===== config.mk =====
export PLATFORM = sky130hd
export DESIGN_NAME = l2_set_state_ctrl
export DESIGN_NICKNAME = d
export VERILOG_FILES = /design/src/rtl/l2_set_state_ctrl.sv
export SDC_FILE = /design/constraint.sdc
export NUM_CORES = 2
export LEC_CHECK = 0
export ABC_AREA = 1
export CAP_MARGIN = 20
export CORE_MARGIN = 3
export CORE_UTILIZATION = 45
export DETAILED_ROUTE_END_ITERATION = 16
export GPL_ROUTABILITY_DRIVEN = 0
export GPL_TIMING_DRIVEN = 1
export HOLD_SLACK_MARGIN = 0.06
export PLACE_DENSITY_LB_ADDON = 0.3
export SLEW_MARGIN = 25
export SYNTH_ARGS = -nofsm -noshare
export SYNTH_HDL_FRONTEND = slang
export SYNTH_SLANG_ARGS = --single-unit
export TNS_END_PERCENT = 1

===== constraint.sdc =====
create_clock -name clk -period 66.8 [get_ports clk]
set_clock_uncertainty 0.2 [all_clocks]
set_input_delay 13.36 -clock clk [delete_from_list [all_inputs] [get_ports clk]]
set_output_delay 13.36 -clock clk [all_outputs]
set_load 0.05 [all_outputs]

===== src/rtl/l2_set_state_ctrl.sv =====
// l2_set_state_ctrl: per-set tag / MESI / LRU-rank state engine for the L2 controller.
// One request in flight at a time: IDLE -> LOOKUP -> UPDATE, or IDLE -> CLR sweep.
module l2_set_state_ctrl #(
    parameter  int ASSOC = 4,
    parameter  int SETS  = 16,
    parameter  int TAG_W = 12,
    localparam int LRU_W = $clog2(ASSOC),
    localparam int IDX_W = $clog2(SETS)
) (
    input  logic             clk,
    input  logic             rst,
    input  logic             req_valid,
    output logic             req_ready,
    input  logic [2:0]       req_op,
    input  logic [IDX_W-1:0] req_idx,
    input  logic [TAG_W-1:0] req_tag,
    input  logic             req_shared,
    output logic             resp_valid,
    output logic             resp_hit,
    output logic [LRU_W-1:0] resp_way,
    output logic [1:0]       resp_mesi,
    output logic [2:0]       resp_bus_op,
    output logic [1:0]       resp_snoop,
    output logic             resp_evict,
    output logic [TAG_W-1:0] resp_evict_tag
);

    localparam logic [2:0] OP_CPU_RD  = 3'd0;
    localparam logic [2:0] OP_CPU_WR  = 3'd1;
    localparam logic [2:0] OP_SN_RD   = 3'd2;
    localparam logic [2:0] OP_SN_WR   = 3'd3;
    localparam logic [2:0] OP_SN_INV  = 3'd4;
    localparam logic [2:0] OP_SN_RWIM = 3'd5;
    localparam logic [2:0] OP_CLEAR   = 3'd6;

    localparam logic [1:0] MESI_INV  = 2'd0;
    localparam logic [1:0] MESI_MOD  = 2'd1;
    localparam logic [1:0] MESI_EXCL = 2'd2;
    localparam logic [1:0] MESI_SHRD = 2'd3;

    localparam logic [2:0] BUS_NONE  = 3'd0;
    localparam logic [2:0] BUS_READ  = 3'd1;
    localparam logic [2:0] BUS_INVAL = 3'd3;
    localparam logic [2:0] BUS_RWIM  = 3'd4;

    localparam logic [1:0] SNP_NOTHIT = 2'd0;
    localparam logic [1:0] SNP_HIT    = 2'd1;
    localparam logic [1:0] SNP_HITM   = 2'd2;

    typedef enum logic [1:0] {S_IDLE, S_LOOKUP, S_UPDATE, S_CLR} state_t;

    state_t state_q, state_d;

    logic [TAG_W-1:0] tag_arr  [SETS][ASSOC];
    logic [1:0]       mesi_arr [SETS][ASSOC];
    logic [LRU_W-1:0] rank_arr [SETS][ASSOC];

    logic [2:0]       cap_op;
    logic [IDX_W-1:0] cap_idx;
    logic [TAG_W-1:0] cap_tag;
    logic             cap_shared;
    logic [IDX_W-1:0] clr_idx;

    logic             lk_hit;
    logic [LRU_W-1:0] lk_hit_way, lk_victim;
    logic [TAG_W-1:0] lk_tag  [ASSOC];
    logic [1:0]       lk_mesi [ASSOC];
    logic [LRU_W-1:0] lk_rank [ASSOC];

    logic             hit_c;
    logic [LRU_W-1:0] hit_way_c, victim_c;

    logic [TAG_W-1:0] new_tag  [ASSOC];
    logic [1:0]       new_mesi [ASSOC];
    logic [LRU_W-1:0] new_rank [ASSOC];
    logic [LRU_W-1:0] acc_way;
    logic             touch, demote;
    logic             u_hit, u_evict;
    logic [LRU_W-1:0] u_way;
    logic [1:0]       u_mesi, u_snoop;
    logic [2:0]       u_bus;
    logic [TAG_W-1:0] u_evict_tag;

    assign req_ready = (state_q == S_IDLE);

    always_comb begin
        state_d = state_q;
        case (state_q)
            S_IDLE:   if (req_valid) state_d = (req_op == OP_CLEAR) ? S_CLR : S_LOOKUP;
            S_LOOKUP: state_d = S_UPDATE;
            S_UPDATE: state_d = S_IDLE;
            S_CLR:    if (clr_idx == IDX_W'(SETS - 1)) state_d = S_IDLE;
            default:  state_d = S_IDLE;
        endcase
    end

    // Victim preference: lowest-index invalid way beats the rank-0 (LRU) way.
    always_comb begin
        hit_c     = 1'b0;
        hit_way_c = '0;
        victim_c  = '0;
        for (int w = 0; w < ASSOC; w++) begin
            if (mesi_arr[cap_idx][w] != MESI_INV && tag_arr[cap_idx][w] == cap_tag) begin
                hit_c     = 1'b1;
                hit_way_c = LRU_W'(w);
            end
            if (rank_arr[cap_idx][w] == '0) victim_c = LRU_W'(w);
        end
        for (int w = ASSOC - 1; w >= 0; w--) begin
            if (mesi_arr[cap_idx][w] == MESI_INV) victim_c = LRU_W'(w);
        end
    end

    always_comb begin
        for (int w = 0; w < ASSOC; w++) begin
            new_tag[w]  = lk_tag[w];
            new_mesi[w] = lk_mesi[w];
            new_rank[w] = lk_rank[w];
        end
        acc_way     = lk_hit ? lk_hit_way : lk_victim;
        touch       = 1'b0;
        demote      = 1'b0;
        u_hit       = 1'b0;
        u_way       = '0;
        u_mesi      = MESI_INV;
        u_bus       = BUS_NONE;
        u_snoop     = SNP_NOTHIT;
        u_evict     = 1'b0;
        u_evict_tag = '0;
        case (cap_op)
            OP_CPU_RD, OP_CPU_WR: begin
                touch = 1'b1;
                u_hit = lk_hit;
                u_way = acc_way;
                if (lk_hit) begin
                    if (cap_op == OP_CPU_WR) begin
                        new_mesi[acc_way] = MESI_MOD;
                        u_bus = (lk_mesi[acc_way] == MESI_SHRD) ? BUS_INVAL : BUS_NONE;
                    end
                end else begin
                    u_evict           = (lk_mesi[acc_way] == MESI_MOD);
                    u_evict_tag       = u_evict ? lk_tag[acc_way] : '0;
                    new_tag[acc_way]  = cap_tag;
                    if (cap_op == OP_CPU_WR) begin
                        new_mesi[acc_way] = MESI_MOD;
                        u_bus             = BUS_RWIM;
                    end else begin
                        new_mesi[acc_way] = cap_shared ? MESI_SHRD : MESI_EXCL;
                        u_bus             = BUS_READ;
                    end
                end
                u_mesi = new_mesi[acc_way];
            end
            OP_SN_RD: if (lk_hit) begin
                u_hit             = 1'b1;
                u_way             = acc_way;
                u_snoop           = (lk_mesi[acc_way] == MESI_MOD) ? SNP_HITM : SNP_HIT;
                new_mesi[acc_way] = MESI_SHRD;
                u_mesi            = MESI_SHRD;
            end
            OP_SN_RWIM: if (lk_hit) begin
                u_hit             = 1'b1;
                u_way             = acc_way;
                u_snoop           = (lk_mesi[acc_way] == MESI_MOD) ? SNP_HITM : SNP_HIT;
                new_mesi[acc_way] = MESI_INV;
                demote            = 1'b1;
            end
            OP_SN_INV: if (lk_hit) begin
                u_hit = 1'b1;
                u_way = acc_way;
                if (lk_mesi[acc_way] == MESI_SHRD) begin
                    u_snoop           = SNP_HIT;
                    new_mesi[acc_way] = MESI_INV;
                    demote            = 1'b1;
                end
                u_mesi = new_mesi[acc_way];
            end
            OP_SN_WR: if (lk_hit) begin
                u_hit  = 1'b1;
                u_way  = acc_way;
                u_mesi = lk_mesi[acc_way];
            end
            default: ;
        endcase
        // Touch promotes to MRU, demote pushes to LRU; both keep ranks a permutation.
        if (touch || demote) begin
            for (int w = 0; w < ASSOC; w++) begin
                if (LRU_W'(w) == acc_way)
                    new_rank[w] = touch ? LRU_W'(ASSOC - 1) : '0;
                else if (touch && lk_rank[w] > lk_rank[acc_way])
                    new_rank[w] = lk_rank[w] - LRU_W'(1);
                else if (demote && lk_rank[w] < lk_rank[acc_way])
                    new_rank[w] = lk_rank[w] + LRU_W'(1);
            end
        end
    end

    always_ff @(posedge clk or posedge rst) begin
        if (rst) begin
            state_q        <= S_IDLE;
            cap_op         <= '0;
            cap_idx        <= '0;
            cap_tag        <= '0;
            cap_shared     <= 1'b0;
            clr_idx        <= '0;
            lk_hit         <= 1'b0;
            lk_hit_way     <= '0;
            lk_victim      <= '0;
            resp_valid     <= 1'b0;
            resp_hit       <= 1'b0;
            resp_way       <= '0;
            resp_mesi      <= '0;
            resp_bus_op    <= '0;
            resp_snoop     <= '0;
            resp_evict     <= 1'b0;
            resp_evict_tag <= '0;
            for (int w = 0; w < ASSOC; w++) begin
                lk_tag[w]  <= '0;
                lk_mesi[w] <= MESI_INV;
                lk_rank[w] <= LRU_W'(w);
            end
            for (int s = 0; s < SETS; s++) begin
                for (int w = 0; w < ASSOC; w++) begin
                    tag_arr[s][w]  <= '0;
                    mesi_arr[s][w] <= MESI_INV;
                    rank_arr[s][w] <= LRU_W'(w);
                end
            end
        end else begin
            state_q        <= state_d;
            resp_valid     <= 1'b0;
            resp_hit       <= 1'b0;
            resp_way       <= '0;
            resp_mesi      <= '0;
            resp_bus_op    <= '0;
            resp_snoop     <= '0;
            resp_evict     <= 1'b0;
            resp_evict_tag <= '0;
            case (state_q)
                S_IDLE: if (req_valid) begin
                    cap_op     <= req_op;
                    cap_idx    <= req_idx;
                    cap_tag    <= req_tag;
                    cap_shared <= req_shared;
                    clr_idx    <= '0;
                end
                S_LOOKUP: begin
                    lk_hit     <= hit_c;
                    lk_hit_way <= hit_way_c;
                    lk_victim  <= victim_c;
                    for (int w = 0; w < ASSOC; w++) begin
                        lk_tag[w]  <= tag_arr[cap_idx][w];
                        lk_mesi[w] <= mesi_arr[cap_idx][w];
                        lk_rank[w] <= rank_arr[cap_idx][w];
                    end
                end
                S_UPDATE: begin
                    for (int w = 0; w < ASSOC; w++) begin
                        tag_arr[cap_idx][w]  <= new_tag[w];
                        mesi_arr[cap_idx][w] <= new_mesi[w];
                        rank_arr[cap_idx][w] <= new_rank[w];
                    end
                    resp_valid     <= 1'b1;
                    resp_hit       <= u_hit;
                    resp_way       <= u_way;
                    resp_mesi      <= u_mesi;
                    resp_bus_op    <= u_bus;
                    resp_snoop     <= u_snoop;
                    resp_evict     <= u_evict;
                    resp_evict_tag <= u_evict_tag;
                end
                S_CLR: begin
                    for (int w = 0; w < ASSOC; w++) begin
                        mesi_arr[clr_idx][w] <= MESI_INV;
                        rank_arr[clr_idx][w] <= LRU_W'(w);
                    end
                    clr_idx <= clr_idx + IDX_W'(1);
                    if (clr_idx == IDX_W'(SETS - 1)) resp_valid <= 1'b1;
                end
                default: ;
            endcase
        end
    end

endmodule


== Word level (Yosys, flattened, before mapping) ==
Index checks and enable logic that the tools add are counted.

* Register bits: 1143
* Bits of input ports: 23
* Output and inout bits: 25
* Logic and storage cells: 481

* Add/subtract/negate cells: 9
* Magnitude comparators: 14
* Eq/ne operators: 21
* Muxes and demuxes: 153
* Bitwise gates (word level): 25
* Reductions and logical operators: 38

{| class="wikitable"
|+ Operators by type and width
! operator !! number
|-
| $bwmux W768 || 4
|-
| $bwmux W128 || 8
|-
| $demux W48 S4 || 4
|-
| $and A128 B128 Y128 || 5
|-
| $not A128 Y128 || 4
|-
| $pmux W128 S2 || 2
|-
| $demux W8 S4 || 8
|-
| $mux W48 || 5
|-
| $bmux W48 S4 || 1
|-
| $mux W8 || 17
|-
| $and A64 B64 Y64 || 2
|-
| $not A64 Y64 || 2
|-
| $or A128 B128 Y128 || 1
|-
| $or A64 B64 Y64 || 2
|-
| $mux W12 || 8
|-
| $mux W2 || 47
|-
| $bmux W8 S4 || 2
|-
| $bwmux W48 || 1
|-
| $eq A12 B12 Y1 || 4
|-
| $mux W36 || 1
|-
| $pmux W8 S4 || 1
|-
| $bmux W12 S2 || 1
|-
| $demux W12 S2 || 1
|-
| $mux W24 || 1
|-
| 45 further kinds || 128
|}

== Logic depth before layout (Yosys ltp) ==
* Depth after elaboration: 19
* Mapped depth: 23
* Depth with buffers taken out: 20

== Least setup slack after synthesis ==
OpenSTA, ideal clock, no wires.

* Path type: register to output
* Start: register state_q[0]
* End: output port req_ready
* Arrival time: 1.340 ns
* Data required time: 53.240 ns
* Path slack: 51.900 ns
* Stages on the path, launching flop included: 4
* Path buffers: 2
* Cells stage by stage: dfrtp_1 -> buf_2 -> clkbuf_1 -> nor2_1

* Cells in the longest elaborated chain, start to end: 1

{| class="wikitable"
|+ Ends and longest elaborated chain
! what !! line !! text
|-
| from (decl) || 52 || <nowiki>state_t state_q, state_d;</nowiki>
|-
| from (signal assigned) || 230 || <nowiki>state_q <= state_d;</nowiki>
|-
| $logic_not A2 Y1 || 84 || <nowiki>assign req_ready = (state_q == S_IDLE);</nowiki>
|-
| to (decl) || 13 || <nowiki>output logic req_ready,</nowiki>
|}

No other way between the ends.

==> flow_summary.json <==
{
  "status": "finished clean",
  "maxSlewViolCount": 0,
  "critPathCaptureType": "asynchronous set/reset pin",
  "period_share_pct": 25.2,
  "ir_worst_vdd_v": 0.0000312,
  "synthFlopType": "dfrtp_1",
  "drtPass1Iterations": 7,
  "grt_max_degree": 173,
  "grt_pass1_vias": 45513,
  "fmax_mhz": 59.5,
  "cts-htree-levels": 3,
  "ctsResizeCount": 0,
  "cts-root-buf": "clkbuf_16",
  "timing.rr.end": "lk_hit$_DFFE_PP0P_",
  "tns_ns": 0,
  "synthSimpleGateAreaFrac_pct": 23.6,
  "cts_buffers": 120,
  "num_rows": 126,
  "synth-edff-count": 0,
  "finalWorstSetupSlack_ns": 49.98,
  "clkTransAtPathRegs_ns": 0.06,
  "nFillCells": 11415,
  "postRouteAntennaNets": 0,
  "p_leak_nw": 26.7,
  "route.vias.total": 48622,
  "core_um2": 119000,
  "rsz0062_at_grt": "false",
  "final_common_cell": "nand2_1",
  "worstSetupPathType": "input port to asynchronous set/reset pin",
  "pin_count": 48,
  "synth-adder-area-share_pct": 0.278,
  "ctsHoldBuffers": 0,
  "worst_pin_slew_ns": 1.11,
  "cts_tree": "yes",
  "antenna_found_initial": 1,
  "post-place-ws_ns": 48.42,
  "startpoint": "rst",
  "buffer_ports.inserted": 47,
  "nNetsFinal": 6618,
  "synth_compound_area_share_pct": 17.5,
  "synth_top_family_by_area": "simple AND/OR/NAND/NOR gates",
  "crit_path_top_delay_cell": "buf_4",
  "syn_area_um2": 53900,
  "crit_arrival_ns": 17.40,
  "hold_class": "flip-flop to flip-flop",
  "critPathBufInv": 6,
  "fin_total_pwr_w": 0.00292,
  "start_util_pct": 45.5,
  "yosysWarnings": 0,
  "maxCapViolations": 0,
  "die_y_um": 352,
  "grt_pass1_wl_um": 279000,
  "drive_gt1_share_pct": 7.21,
  "critPathMaxFanout": 123,
  "synthMuxAreaShare_pct": 0.0209,
  "wl_um": 182000,
  "critPathRequiredTime_ns": 67.38,
  "die_area_um2": 124000,
  "cts_sinks": 1143,
  "dp.final_hpwl_um": 105000,
  "clk_latency_ns": 0.75,
  "most-common-layout-cells": "2427 x nand2_1, 1173 x o21ai_0, 1075 x dfrtp_1",
  "ys_types": 51,
  "antennaDiodeCount": 0,
  "p_per_area_nw_per_um2": 49.2,
  "synth_fp_nets": 6820,
  "slew_headroom_pct": 25.8,
  "synth_seq_cells": 1143,
  "avgSynthCellArea_um2": 7.95,
  "synthXorXnorAreaFrac_pct": 0.0162,
  "critical-path-top-delay-family": "buffers and inverters",
  "hold_viol": 0,
  "syn_inst": 6785,
  "overflow": 0,
  "finalSetupViolations": 0,
  "drt_iter0_markers": 6379,
  "crit_cells": 6,
  "die_w_um": 352,
  "post_cts_buffers": 0,
  "area_growth_pct": 10.0,
  "via_per_inst": 5.87,
  "fin_crit_ns": 16.82,
  "r2r_cells": 20,
  "cp_cell_sequence": "clkdlybuf4s50_1, inv_8, buf_4, buf_6, buf_4, buf_6",
  "start_kind": "input port",
  "wire_per_inst_um": 22.0,
  "r2r_setup_slack_ns": 61.55,
  "grtUsageTotal_pct": 28.6,
  "cts_buffer_depth": 3,
  "cp-endpoint": "tag_arr[84]$_DFFE_PP0P_",
  "r2r-start": "cap_idx[1]$_DFFE_PP0P_",
  "synthArstFlopShare_pct": 100,
  "max_stage_delay_ns": 0.76,
  "yosysSeqAreaShare_pct": 53.2,
  "drc": 0
}
-- logic make-up after synthesis --
kind of cell             Yosys count
adder cells (fa/ha/maj)           12
XOR/XNOR                           1
buffers and inverters            711
multiplexers                       1
flip-flops                      1143
AO/OA/AOI/OAI                   1741
AND/OR/NAND/NOR                 3176
-- worst min path at each step --
stage	start	to	cells past startpoint
floorplan	mesi_arr[34]$_DFFE_PP0P_	mesi_arr[34]$_DFFE_PP0P_	2
global placement	rank_arr[2]$_DFFE_PP0P_	rank_arr[2]$_DFFE_PP0P_	2
detailed placement	mesi_arr[2]$_DFFE_PP0P_	mesi_arr[2]$_DFFE_PP0P_	2
CTS	mesi_arr[2]$_DFFE_PP0P_	mesi_arr[2]$_DFFE_PP0P_	2
global route	tag_arr[765]$_DFFE_PP0P_	tag_arr[765]$_DFFE_PP0P_	2
finish	mesi_arr[2]$_DFFE_PP0P_	mesi_arr[2]$_DFFE_PP0P_	2
-- metrics by stage --
step | hold slack (ns) | instances | cell area [um2] | utilization [%]
CTS | 0.283 | 8286 | 59300 | 50.0
global placement | 0.265 | 8061 | 55300 | 46.6
detailed placement | 0.266 | 8061 | 55300 | 46.7
floorplan | 0.249 | 6785 | 53900 | -
finish | 0.280 | 8286 | 59400 | 50.1
global route | 0.300 | 8286 | 59400 | 50.1
-- final cells by class --
cell class                      instances  area (um2)  share of cell area [%]
Multi-Input combinational cell       4931       22400                    37.7
Clock inverter                         37         420                   0.708
Inverter                              234         942                    1.59
Sequential cell                      1143       28700                    48.3
Timing Repair Buffer                  153        1330                    2.24
Tap cell                             1600        2000                    3.37
Clock buffer                          188        3580                    6.03
-- metal layers --
metal / GRT usage, % / routed length [um] / vias to the layer above
met4: 10.9 / 7140 / 0
met2: 43.1 / 79500 / 2574
li1: - / - / 21992
met5: 0 / 0 / -
met3: 5.45 / 18700 / 420
met1: 41.1 / 76700 / 23636
-- sequential cells by signal, indices dropped and copies added (netlist names), 4 cells and up --
| name | count |
|---|---|
| cap_idx | 4 |
| cap_tag | 12 |
| clr_idx | 4 |
| lk_mesi | 8 |
| lk_rank | 8 |
| lk_tag | 48 |
| mesi_arr | 128 |
| rank_arr | 128 |
| resp_evict_tag | 12 |
| tag_arr | 768 |
-- synth_stat cells (10+ instances only) --
cell	count	share of area [%]
buf_1	15	0.10
nand4_1	159	1.8
inv_1	207	1.4
clkbuf_1	324	2.3
o211ai_1	10	0.14
o21ai_0	1178	11
nor2_1	406	2.8
a21oi_1	268	2.5
a221oi_1	13	0.21
a22oi_1	174	2.4
o22ai_1	44	0.51
nand3_1	128	1.2
nand2_2	12	0.14
o21ai_1	20	0.19
buf_4	13	0.18
dfstp_2	68	3.3
dfrtp_1	1075	50
buf_6	11	0.23
buf_2	113	1.0
o21ai_2	15	0.24
ha_1	12	0.28
inv_2	23	0.16
nand2_1	2431	17
-- worst register-to-register path, stage by stage, from the launching register on --
cell and delay (ns):
dfrtp_1 0.36, buf_4 0.23, inv_4 0.29, nand2_2 0.31, inv_8 0.60, buf_4 0.77
buf_4 0.75, nand2_1 0.11, nand4_1 0.13, nand2_1 0.06, nand2_1 0.12, nor2_1 0.07
nand2_1 0.06, nand2_1 0.16, nor2_1 0.25, nand2_1 0.08, nor2_1 0.33, nand2_1 0.10
nand2_1 0.08, nor2_1 0.06, nor2_1 0.08
-- report_power, final --
group          internal (W)  switching, W  total, W
registers          0.000909      0.000146   0.00106
logic              0.000295      0.000891   0.00119
clock network      0.000388      0.000290  0.000678
No activity file was read; power rests on OpenSTA's default activity.
